$ cat src/rtl/z80_bus_responder_pkg.sv
// Shared constants and payload types for the Z80 bus responder and its interrupt controller.
package z80_bus_pkg;

    localparam int unsigned STATE_W = 2;

    localparam logic [STATE_W-1:0] ST_IDLE  = 2'd0;
    localparam logic [STATE_W-1:0] ST_MEM   = 2'd1;
    localparam logic [STATE_W-1:0] ST_HOLD  = 2'd2;
    localparam logic [STATE_W-1:0] ST_DRAIN = 2'd3;

    localparam logic [7:0] IO_VEC  = 8'd0;
    localparam logic [7:0] IO_STAT = 8'd1;

    localparam int unsigned STAT_EN   = 0;
    localparam int unsigned STAT_PEND = 1;
    localparam int unsigned STAT_TMO  = 2;

    localparam logic [7:0] BUS_IDLE = 8'hFF;

    // Backend request payload latched at the start of a memory access.
    typedef struct packed {
        logic        we;
        logic [15:0] addr;
        logic [7:0]  wdata;
    } mem_cmd_t;

endpackage

$ cat src/rtl/z80_bus_responder_if.sv
// CPU pin bundle plus backend handshake; slave = responder, master = CPU/backend side.
interface z80_bus_responder_if;
    logic [15:0] A;
    logic [7:0]  dout;
    logic        m1_n;
    logic        mreq_n;
    logic        iorq_n;
    logic        rd_n;
    logic        wr_n;
    logic        rfsh_n;
    logic [7:0]  di;
    logic        wait_n;
    logic        int_n;
    logic        irq;
    logic        mem_req;
    logic        mem_we;
    logic [15:0] mem_addr;
    logic [7:0]  mem_wdata;
    logic        mem_ack;
    logic [7:0]  mem_rdata;

    modport slave (
        input  A, dout, m1_n, mreq_n, iorq_n, rd_n, wr_n, rfsh_n, irq, mem_ack, mem_rdata,
        output di, wait_n, int_n, mem_req, mem_we, mem_addr, mem_wdata
    );

    modport master (
        output A, dout, m1_n, mreq_n, iorq_n, rd_n, wr_n, rfsh_n, irq, mem_ack, mem_rdata,
        input  di, wait_n, int_n, mem_req, mem_we, mem_addr, mem_wdata
    );
endinterface

$ cat src/rtl/z80_bus_responder_intc.sv
// Interrupt controller: vector/enable/pending/timeout registers, irq edge detect, registered int_n.
module z80_resp_intc
    import z80_bus_pkg::*;
(
    input  logic       clk,
    input  logic       reset,
    input  logic       irq,
    input  logic       vec_we,
    input  logic       ctl_we,
    input  logic [7:0] wdata,
    input  logic       inta_ack,
    input  logic       tmo_set,
    output logic [7:0] vec,
    output logic [7:0] status,
    output logic       int_n
);

    logic [7:0] vec_q;
    logic       enable_q;
    logic       pending_q;
    logic       timeout_q;
    logic       irq_q;
    logic       int_n_q;
    logic       irq_rise_c;

    assign irq_rise_c = irq && !irq_q;

    // A new edge beats a same-cycle software or INTA clear.
    always_ff @(posedge clk or posedge reset) begin
        if (reset) begin
            vec_q     <= BUS_IDLE;
            enable_q  <= 1'b0;
            pending_q <= 1'b0;
            timeout_q <= 1'b0;
            irq_q     <= 1'b0;
            int_n_q   <= 1'b1;
        end else begin
            irq_q   <= irq;
            int_n_q <= !(pending_q && enable_q);
            if (vec_we) begin
                vec_q <= wdata;
            end
            if (ctl_we) begin
                enable_q <= wdata[STAT_EN];
            end
            if (irq_rise_c) begin
                pending_q <= 1'b1;
            end else if (inta_ack || (ctl_we && wdata[STAT_PEND])) begin
                pending_q <= 1'b0;
            end
            if (tmo_set) begin
                timeout_q <= 1'b1;
            end else if (ctl_we && wdata[STAT_TMO]) begin
                timeout_q <= 1'b0;
            end
        end
    end

    always_comb begin
        status            = '0;
        status[STAT_EN]   = enable_q;
        status[STAT_PEND] = pending_q;
        status[STAT_TMO]  = timeout_q;
    end

    assign vec   = vec_q;
    assign int_n = int_n_q;

endmodule

$ cat src/rtl/z80_bus_responder.sv
// Z80 bus target: forwards memory cycles to a req/ack backend, stretches the CPU with wait_n,
// serves two I/O registers and the IM2 vector. Optional ack timeout: Z80_RESP_TIMEOUT_EN.
module z80_bus_responder
    import z80_bus_pkg::*;
#(
    parameter int unsigned MIN_WAIT = 0,
    parameter logic [7:0]  IO_BASE  = 8'h80,
    parameter int unsigned TIMEOUT  = 255
) (
    input logic           clk,
    input logic           reset,
    z80_bus_responder_if.slave bus
);

    localparam int unsigned        WCNT_W   = 4;
    localparam logic [WCNT_W-1:0]  WCNT_MAX = '1;
    localparam logic [WCNT_W-1:0]  WCNT_MIN = WCNT_W'(MIN_WAIT);

    logic [STATE_W-1:0] state, state_d;
    mem_cmd_t           cmd_q, cmd_d;
    logic               mem_req_q, mem_req_d;
    logic [7:0]         di_q, di_d;
    logic               ack_seen_q, ack_seen_d;
    logic [WCNT_W-1:0]  wcnt_q, wcnt_d;

    logic       mem_acc_c, io_acc_c, inta_c;
    logic       ack_now_c, ack_done_c, wait_ok_c, tmo_hit_c;
    logic       is_vec_c, is_stat_c;
    logic       vec_we_c, ctl_we_c, inta_ack_c, tmo_set_c;
    logic [7:0] vec, status;
    logic       int_n;

    assign mem_acc_c = !bus.mreq_n && bus.rfsh_n && (!bus.rd_n || !bus.wr_n);
    assign io_acc_c  = !bus.iorq_n && bus.m1_n && (!bus.rd_n || !bus.wr_n);
    assign inta_c    = !bus.iorq_n && !bus.m1_n;

    assign is_vec_c  = (bus.A[7:0] == 8'(IO_BASE + IO_VEC));
    assign is_stat_c = (bus.A[7:0] == 8'(IO_BASE + IO_STAT));

    // An ack only counts against an outstanding request.
    assign ack_now_c  = bus.mem_ack && mem_req_q;
    assign ack_done_c = ack_seen_q || ack_now_c;
    assign wait_ok_c  = (wcnt_q >= WCNT_MIN);

`ifdef Z80_RESP_TIMEOUT_EN
    localparam int unsigned TMO_W = 16;
    logic [TMO_W-1:0] tcnt_q;

    always_ff @(posedge clk or posedge reset) begin
        if (reset) begin
            tcnt_q <= '0;
        end else begin
            tcnt_q <= (state == ST_MEM) ? tcnt_q + TMO_W'(1) : '0;
        end
    end

    assign tmo_hit_c = (state == ST_MEM) && !ack_done_c && (tcnt_q == TMO_W'(TIMEOUT - 1));
`else
    logic unused_timeout;
    assign unused_timeout = ^TIMEOUT;
    assign tmo_hit_c      = 1'b0;
`endif

    always_ff @(posedge clk or posedge reset) begin
        if (reset) begin
            state      <= ST_IDLE;
            cmd_q      <= '0;
            mem_req_q  <= 1'b0;
            di_q       <= BUS_IDLE;
            ack_seen_q <= 1'b0;
            wcnt_q     <= '0;
        end else begin
            state      <= state_d;
            cmd_q      <= cmd_d;
            mem_req_q  <= mem_req_d;
            di_q       <= di_d;
            ack_seen_q <= ack_seen_d;
            wcnt_q     <= wcnt_d;
        end
    end

    always_comb begin
        state_d    = state;
        cmd_d      = cmd_q;
        mem_req_d  = mem_req_q;
        di_d       = di_q;
        ack_seen_d = ack_seen_q;
        wcnt_d     = wcnt_q;
        vec_we_c   = 1'b0;
        ctl_we_c   = 1'b0;
        inta_ack_c = 1'b0;
        tmo_set_c  = 1'b0;

        // mem_req only ever drops on an ack, whatever state we are in.
        if (ack_now_c) begin
            mem_req_d = 1'b0;
        end

        case (state)
            ST_IDLE: begin
                if (inta_c) begin
                    di_d       = vec;
                    inta_ack_c = 1'b1;
                    state_d    = ST_HOLD;
                end else if (io_acc_c) begin
                    if (!bus.rd_n) begin
                        di_d = is_vec_c ? vec : (is_stat_c ? status : BUS_IDLE);
                    end else begin
                        vec_we_c = is_vec_c;
                        ctl_we_c = is_stat_c;
                    end
                    state_d = ST_HOLD;
                end else if (mem_acc_c) begin
                    cmd_d.addr  = bus.A;
                    cmd_d.wdata = bus.dout;
                    cmd_d.we    = !bus.wr_n;
                    mem_req_d   = 1'b1;
                    ack_seen_d  = 1'b0;
                    wcnt_d      = '0;
                    state_d     = ST_MEM;
                end
            end
            ST_MEM: begin
                if (wcnt_q != WCNT_MAX) begin
                    wcnt_d = wcnt_q + WCNT_W'(1);
                end
                if (ack_now_c) begin
                    ack_seen_d = 1'b1;
                    di_d       = bus.mem_rdata;
                end
                if (ack_done_c && wait_ok_c) begin
                    state_d = ST_HOLD;
                end else if (!mem_acc_c) begin
                    state_d = ack_done_c ? ST_IDLE : ST_DRAIN;
                end else if (tmo_hit_c) begin
                    di_d      = BUS_IDLE;
                    tmo_set_c = 1'b1;
                    state_d   = ST_HOLD;
                end
            end
            ST_HOLD: begin
                // A timed-out request is still outstanding and must be drained.
                if (bus.mreq_n && bus.iorq_n) begin
                    state_d = mem_req_d ? ST_DRAIN : ST_IDLE;
                end
            end
            ST_DRAIN: begin
                if (!mem_req_d) begin
                    state_d = ST_IDLE;
                end
            end
            default: begin
                state_d = ST_IDLE;
            end
        endcase
    end

    z80_resp_intc u_intc (
        .clk      (clk),
        .reset    (reset),
        .irq      (bus.irq),
        .vec_we   (vec_we_c),
        .ctl_we   (ctl_we_c),
        .wdata    (bus.dout),
        .inta_ack (inta_ack_c),
        .tmo_set  (tmo_set_c),
        .vec      (vec),
        .status   (status),
        .int_n    (int_n)
    );

    // Combinational so a fresh access can stall the CPU before its T2 sample.
    assign bus.wait_n    = reset || !((mem_acc_c || io_acc_c || inta_c) && (state != ST_HOLD));
    assign bus.di        = (state == ST_HOLD) ? di_q : BUS_IDLE;
    assign bus.int_n     = int_n;
    assign bus.mem_req   = mem_req_q;
    assign bus.mem_we    = cmd_q.we;
    assign bus.mem_addr  = cmd_q.addr;
    assign bus.mem_wdata = cmd_q.wdata;

endmodule

$ cat src/flat_wrapper.sv
// flat-port wrapper written by rule: the top's interface ports become plain ports
module z80_bus_responder_flat import z80_bus_pkg::*;
#(
    parameter int unsigned MIN_WAIT = 0,
    parameter logic [7:0]  IO_BASE  = 8'h80,
    parameter int unsigned TIMEOUT  = 255
)
  (clk, reset, bus_A, bus_dout, bus_m1_n, bus_mreq_n, bus_iorq_n, bus_rd_n, bus_wr_n, bus_rfsh_n, bus_irq, bus_mem_ack, bus_mem_rdata, bus_di, bus_wait_n, bus_int_n, bus_mem_req, bus_mem_we, bus_mem_addr, bus_mem_wdata);
  z80_bus_responder_if bus_i ();
  input logic clk;
  input logic reset;
  input wire logic [$bits(bus_i.A)-1:0] bus_A;
  input wire logic [$bits(bus_i.dout)-1:0] bus_dout;
  input wire logic [$bits(bus_i.m1_n)-1:0] bus_m1_n;
  input wire logic [$bits(bus_i.mreq_n)-1:0] bus_mreq_n;
  input wire logic [$bits(bus_i.iorq_n)-1:0] bus_iorq_n;
  input wire logic [$bits(bus_i.rd_n)-1:0] bus_rd_n;
  input wire logic [$bits(bus_i.wr_n)-1:0] bus_wr_n;
  input wire logic [$bits(bus_i.rfsh_n)-1:0] bus_rfsh_n;
  input wire logic [$bits(bus_i.irq)-1:0] bus_irq;
  input wire logic [$bits(bus_i.mem_ack)-1:0] bus_mem_ack;
  input wire logic [$bits(bus_i.mem_rdata)-1:0] bus_mem_rdata;
  output wire logic [$bits(bus_i.di)-1:0] bus_di;
  output wire logic [$bits(bus_i.wait_n)-1:0] bus_wait_n;
  output wire logic [$bits(bus_i.int_n)-1:0] bus_int_n;
  output wire logic [$bits(bus_i.mem_req)-1:0] bus_mem_req;
  output wire logic [$bits(bus_i.mem_we)-1:0] bus_mem_we;
  output wire logic [$bits(bus_i.mem_addr)-1:0] bus_mem_addr;
  output wire logic [$bits(bus_i.mem_wdata)-1:0] bus_mem_wdata;
  assign bus_i.A = bus_A;
  assign bus_i.dout = bus_dout;
  assign bus_i.m1_n = bus_m1_n;
  assign bus_i.mreq_n = bus_mreq_n;
  assign bus_i.iorq_n = bus_iorq_n;
  assign bus_i.rd_n = bus_rd_n;
  assign bus_i.wr_n = bus_wr_n;
  assign bus_i.rfsh_n = bus_rfsh_n;
  assign bus_i.irq = bus_irq;
  assign bus_i.mem_ack = bus_mem_ack;
  assign bus_i.mem_rdata = bus_mem_rdata;
  assign bus_di = bus_i.di;
  assign bus_wait_n = bus_i.wait_n;
  assign bus_int_n = bus_i.int_n;
  assign bus_mem_req = bus_i.mem_req;
  assign bus_mem_we = bus_i.mem_we;
  assign bus_mem_addr = bus_i.mem_addr;
  assign bus_mem_wdata = bus_i.mem_wdata;
  z80_bus_responder #(.MIN_WAIT(MIN_WAIT), .IO_BASE(IO_BASE), .TIMEOUT(TIMEOUT)) u_core (.clk(clk), .reset(reset), .bus(bus_i));
endmodule
$ cat config.mk
export PLATFORM = sky130hd
export DESIGN_NAME = z80_bus_responder_flat
export DESIGN_NICKNAME = d
export VERILOG_FILES = /design/src/rtl/z80_bus_responder_pkg.sv /design/src/rtl/z80_bus_responder_if.sv /design/src/rtl/z80_bus_responder_intc.sv /design/src/rtl/z80_bus_responder.sv /design/src/flat_wrapper.sv
export SDC_FILE = /design/constraint.sdc
export NUM_CORES = 1
export LEC_CHECK = 0
export ABC_AREA = 1
export CORE_ASPECT_RATIO = 2
export CORE_UTILIZATION = 50
export DETAILED_ROUTE_END_ITERATION = 10
export GPL_TIMING_DRIVEN = 0
export PLACE_DENSITY = 0.86
export SYNTH_ARGS = -nofsm -noshare
export SYNTH_HDL_FRONTEND = slang
export SYNTH_SLANG_ARGS = --single-unit
$ cat constraint.sdc
create_clock -name clk -period 3.7 [get_ports clk]
set_input_delay 0.74 -clock clk [delete_from_list [all_inputs] [get_ports clk]]
set_output_delay 0.74 -clock clk [all_outputs]
set_load 0.05 [all_outputs]
== After elaboration in Yosys (flattened, before gate mapping) ==
Index checks and enable logic that the tools add are counted.
Cells by class
  mux-type cells: 45
  bitwise logic cells: 2
  reductions and logical operators: 34
  $add $sub $neg: 1
  eq/ne operators: 18
  order comparisons: 1
Operators by type and width (number)
  $mux 8: 7
  $mux 1: 21
  $mux 2: 9
  $eq 8x8->1 const B: 2
  $mux 4: 4
  $pmux 8 s2: 1
  $logic_and 1x1->1: 12
  $reduce_and 4->1: 3
  $reduce_and 5->1: 2
  $logic_not 1->1: 8
  $ne 2x1->1 const B: 4
  $ne 2x2->1 const B: 4
  $pmux 2 s4: 1
  $pmux 4 s2: 1
  $logic_or 1x1->1: 6
  $add 4x1->4 const B: 1
  $eq 2x2->1 const B: 2
  $ge 4x1->1 const B: 1
  $ne 4x1->1 const B: 1
  $ne 4x4->1 const B: 1
  $reduce_bool 2->1: 2
  $ne 3x1->1 const B: 1
  $ne 3x2->1 const B: 1
  $ne 3x3->1 const B: 1
  other kinds (4): 5
Storage, ports and cells
  output and inout port bits: 36
  register bits after elaboration: 53
  logic and storage cells: 114
  input port bits: 42

== Longest topological paths before layout ==
  depth in word-level cells: 10
  gate-level depth with buffers: 9
  depth with buffers taken out: 9

== By module ==
A second synthesis with hierarchy kept.
Unflattened totals
  cell total of the unflattened synthesis: 333
  area, all modules: 2735.1 sq um
By module, submodules not included
  z80_bus_responder: times used 1, sequential area each 935.9 sq um, cells an instance 271, area each 2164.6 sq um
  z80_resp_intc: times used 1, sequential area each 336.6 sq um, cells an instance 62, area each 570.5 sq um

== Worst setup path before layout ==
No wires, ideal clock.
  path type: input-to-output
  start point: input port reset
  end point: output port bus_wait_n
  path slack: 0.451 ns
  stages: 2
  required time: 2.960 ns
  data arrival time: 2.509 ns
  buffers on the path: 0
  path through: inv_1 > nand3_1
Between the ends
  longest elaborated chain between the ends: 1
Ends and longest elaborated chain
  start: declaration: line flat_wrapper.sv:11  | input logic reset;
  $logic_or 1x1->1: line z80_bus_responder.sv:173  | assign bus.wait_n = reset || !((mem_acc_c || io_acc_c || inta_c) && (state != ST_HOLD));
  end: declaration: line flat_wrapper.sv:24  | output wire logic [$bits(bus_i.wait_n)-1:0] bus_wait_n;
No other way between the ends.

== Worst setup path after layout ==
  start point: input port bus_rd_n
  end point: output port bus_wait_n
Between the ends
  longest elaborated chain between the ends: 8
  elaborated cells on any way between the ends: 9
  classes of those cells: reduce/logical (9)
Ends and longest elaborated chain
  start: declaration: line flat_wrapper.sv:17  | input wire logic [$bits(bus_i.rd_n)-1:0] bus_rd_n;
  $logic_not 1->1 (*): line z80_bus_responder.sv:33, z80_bus_responder.sv:34
  $logic_or 1x1->1 (*): line z80_bus_responder.sv:33, z80_bus_responder.sv:34
  $logic_and 1x1->1 (on tied branches): line z80_bus_responder.sv:33, z80_bus_responder.sv:34
  $logic_or 1x1->1 (*) (2 in series): line z80_bus_responder.sv:173
  $logic_and 1x1->1 (*): line z80_bus_responder.sv:173
  $logic_not 1->1 (*): line z80_bus_responder.sv:173
  $logic_or 1x1->1 (*): line z80_bus_responder.sv:173
Every way passes the cells marked *; elsewhere a longest branch is shown, timed or not.

==> metrics.md <==
| Metric | Value |
|---|---|
| WP data arrival | around 2.7 ns |
| H-tree Lvls | 2 |
| Register area share after synthesis | between 50 and 60% |
| Crit path top cell by count | nand3_1 |
| Synth Instances | 295 |
| GP Congestion | 0.798 |
| Fin Setup TNS | 0 ns |
| Layout cells sized above 1 | approximately 17% |
| Area grow syn2layout | 39.6% |
| Count of different cell masters after synthesis | 26 |
| Port buffer count | between 70 and 80 |
| Top-count cell post-synth | nand2_1 |
| Io pins | a little under 80 |
| Hold buffer count at CTS | 0 |
| CP max FO | 6 |
| Slew margin rel. | between 60% and 70% |
| Grt ovf | 0 |
| Final instance area | roughly 0.0034 mm^2 |
| Leak | ~1.6 nW |
| Synth warn | 0 |
| CTS tree | built |
| Core footprint | around 0.0046 mm^2 |
| Initial DRC Count | 33 |
| Slowest-stage cell, CP | clkdlybuf4s50_1 |
| All-Layer GR Usage | 25.4% |
| Max Clock Skew | approximately 0.0087 ns |
| Final net count | approximately 420 |
| Pre-Repair DR Iteration Count | 4 |
| CTS max path bufs | 2 |
| VDD IR-drop max | just under 0.0007 V |
| Die H | between 100 and 150 um |
| Pwr/cell area | between 800 and 900 mW/mm^2 |
| Xor/xnor cell area share of the yosys netlist | 0% |
| Mapped Area | 0.00241 mm^2 |
| Max-slew violations | 0 |
| CTS root buf | clkbuf_8 |
| HP Class | reg -> reg |
| First-pass GRT wire length | 9.84 mm |
| Via count | roughly 2200 |
| Final Cycle Share | 93.1% |
| Setup crit start kind | input port |
| WS Path Type | in -> out |
| Antenna viol nets, final | 0 |
| Initial Utilization | 52.4% |
| Total CTS buffers | 5 |
| Simple logic cell fraction of the synthesized area | 33.0% |
| Syn Nets | 337 |
| Post-synthesis mux area share | 0% |
| FFs w/ async S/R, synth | 100% |
| Post-synth EDFFs | 0 |
| Status | finished, final reports clean |
| Vias in the first global route | 2274 |
| Worst-Skew Late Latency | between 0.3 and 0.4 ns |
| Commonest cells post-synth | nand2_1 (105), dfrtp_1 (32), nor2_1 (29) |
| Share of the synthesized area in the top cell type | ~33% |
| Fill cells | between 300 and 400 |
| Hpwl dp | around 4.4 mm |
| Antenna violations before repair | 0 |
| Unrepaired setup endpoints after global routing | no |
| PnR worst setup slack | 0.256 ns |
| Seq cells post-synth | slightly below 50 |
| Die ar. | around 0.0051 mm^2 |
| Syn avg cell area | slightly above 8 um^2 |
| Detailed-route DRC error count | 0 |
| PostCTS Resize Cnt | 0 |
| Largest stage delay, worst path | approximately 0.8 ns |
| # setup viols final | 0 |
| Fmax | 0.290 GHz |
| Vias per Instance | 4.98 |
| Max-cap violations | 0 |
| Worst Setup End Kind | output port |
| DRT Wirelength | about 5.6 mm |
| Clock sinks | between 40 and 50 |
| Postcts setup bufs | 0 |
| # rows | 35 |
| Die X | between 50 and 60 um |
| Multi-input logic area | between 0.001 and 0.0015 mm^2 |
| Area contributors post-synth | dfrtp_1 (33%), dfstp_2 (19%), nand2_1 (16%) |
| Synth Area in Adders | 0% |
| Main synth FF type | dfrtp_1 |
| Compound-cell area share of the yosys netlist | 8.56% |
| Worst EP required | around 3 ns |
| Tmin final | roughly 3.4 ns |
| Yosys top cell by area | dfrtp_1 |
| Placed inst area | approximately 0.0033 mm^2 |
| WL/cell | about 13 um |
| Worst-path cell chain | clkdlybuf4s50_1 > nand2_1 > nand3_1 > nand3_1 > nand3_1 > clkdlybuf4s50_1 |
| Worst-margin pin slew | 0.534 ns |
| Register area | approximately 0.0012 mm^2 |
| Largest net degree at the start of global routing | 44 |
| Largest family of logic cells by synthesized area | simple AND/OR/NAND/NOR gates |
| Number of diodes | 0 |
| Fin. Hold Viols | 0 |
| Pre-CTS setup slack | ~0.25 ns |
| CTS clk-pin slew, worst paths | 0.10 ns |
[cell type report]
cell class | count | area share [%]
Clock inverter | 3 | 0.781
Clock buffer | 5 | 2.04
Buffer | 7 | 1.38
Multi-Input combinational cell | 209 | 29.8
Timing Repair Buffer | 78 | 23.5
Sequential cell | 49 | 37.1
Tap cell | 55 | 2.04
Inverter | 30 | 3.42
[registers in the layout, summed over array words and instances, names as in the netlist, 2 cells and up]
| name | flops |
|---|---|
| u_core.bus.mem_addr | 16 |
| u_core.state | 2 |
| u_core.u_intc.vec | 8 |
| u_core.bus.mem_wdata | 8 |
| u_core.di_q | 8 |
[placed cells by master, fill, tap and decap left out, drive strengths merged]
master and count:
buf 7, nor2 33, clkdlybuf4s50 77, inv 33
nor3 1, a21oi 4, clkbuf 6, nand3b 2
dfstp 17, nand2 109, or2 8, and3 2
o211ai 1, o21ai 29, dfrtp 32, nand3 20
[where the power goes]
| group | leakage (nW) | total (mW) | switching [mW] | internal [mW] |
|---|---|---|---|---|
| Clock | 0.0495 | 0.340 | 0.199 | 0.141 |
| Combinational | 0.955 | 1.55 | 1.02 | 0.530 |
| Sequential | 0.574 | 0.881 | 0.118 | 0.763 |
[per-stage QoR]
stage / total power, mW / hold WS, ns / cells / utilization [%]
floorplan: 1.94 / 0.372 / 295 / -
global placement: 2.40 / 0.388 / 427 / 70.7
detailed placement: 2.44 / 0.400 / 428 / 71.1
CTS: 2.78 / 0.421 / 436 / 73.2
global route: 2.93 / 0.446 / 436 / 73.2
finish: 2.77 / 0.415 / 436 / 73.2
[worst max-delay path: cells and delay by family]
kind / cells / cell delay (ns)
buffers and inverters: 2 / 1.35
AND/OR/NAND/NOR: 4 / 0.60
[final timing paths]
check	cells past startpoint	slack (ns)	end	start
hold reg to reg	1	0.41	u_core.u_intc.int_n	u_core.u_intc.pending_q
max in group asynchronous	3	2.51	u_core.di_q[0]	reset
setup / recovery	6	0.26	bus_wait_n	bus_rd_n
setup reg to reg	7	2.17	u_core.bus.mem_addr[11]	u_core.state[1]
min in group asynchronous	2	0.65	u_core.bus.mem_addr[8]	reset
hold / removal	1	0.41	u_core.u_intc.int_n	u_core.u_intc.pending_q
[kinds of logic after synthesis]
kind of cell / after synthesis
AOI/OAI and AO/OA: 34
buffers and inverters: 37
DFF: 49
and+or+nand+nor: 175
[metal layers]
| metal | wire (um) | track usage [%] | share of wire [%] | vias up |
|---|---|---|---|---|
| met5 | 0 | 0 | 0 | - |
| met4 | 198 | 11.8 | 3.5 | 0 |
| met3 | 154 | 3.18 | 2.7 | 17 |
| met2 | 3200 | 46.7 | 57 | 60 |
| met1 | 2080 | 27.8 | 37 | 1011 |
| li1 | - | - | - | 1084 |
Note: power is estimated with default switching activity, not from simulation.
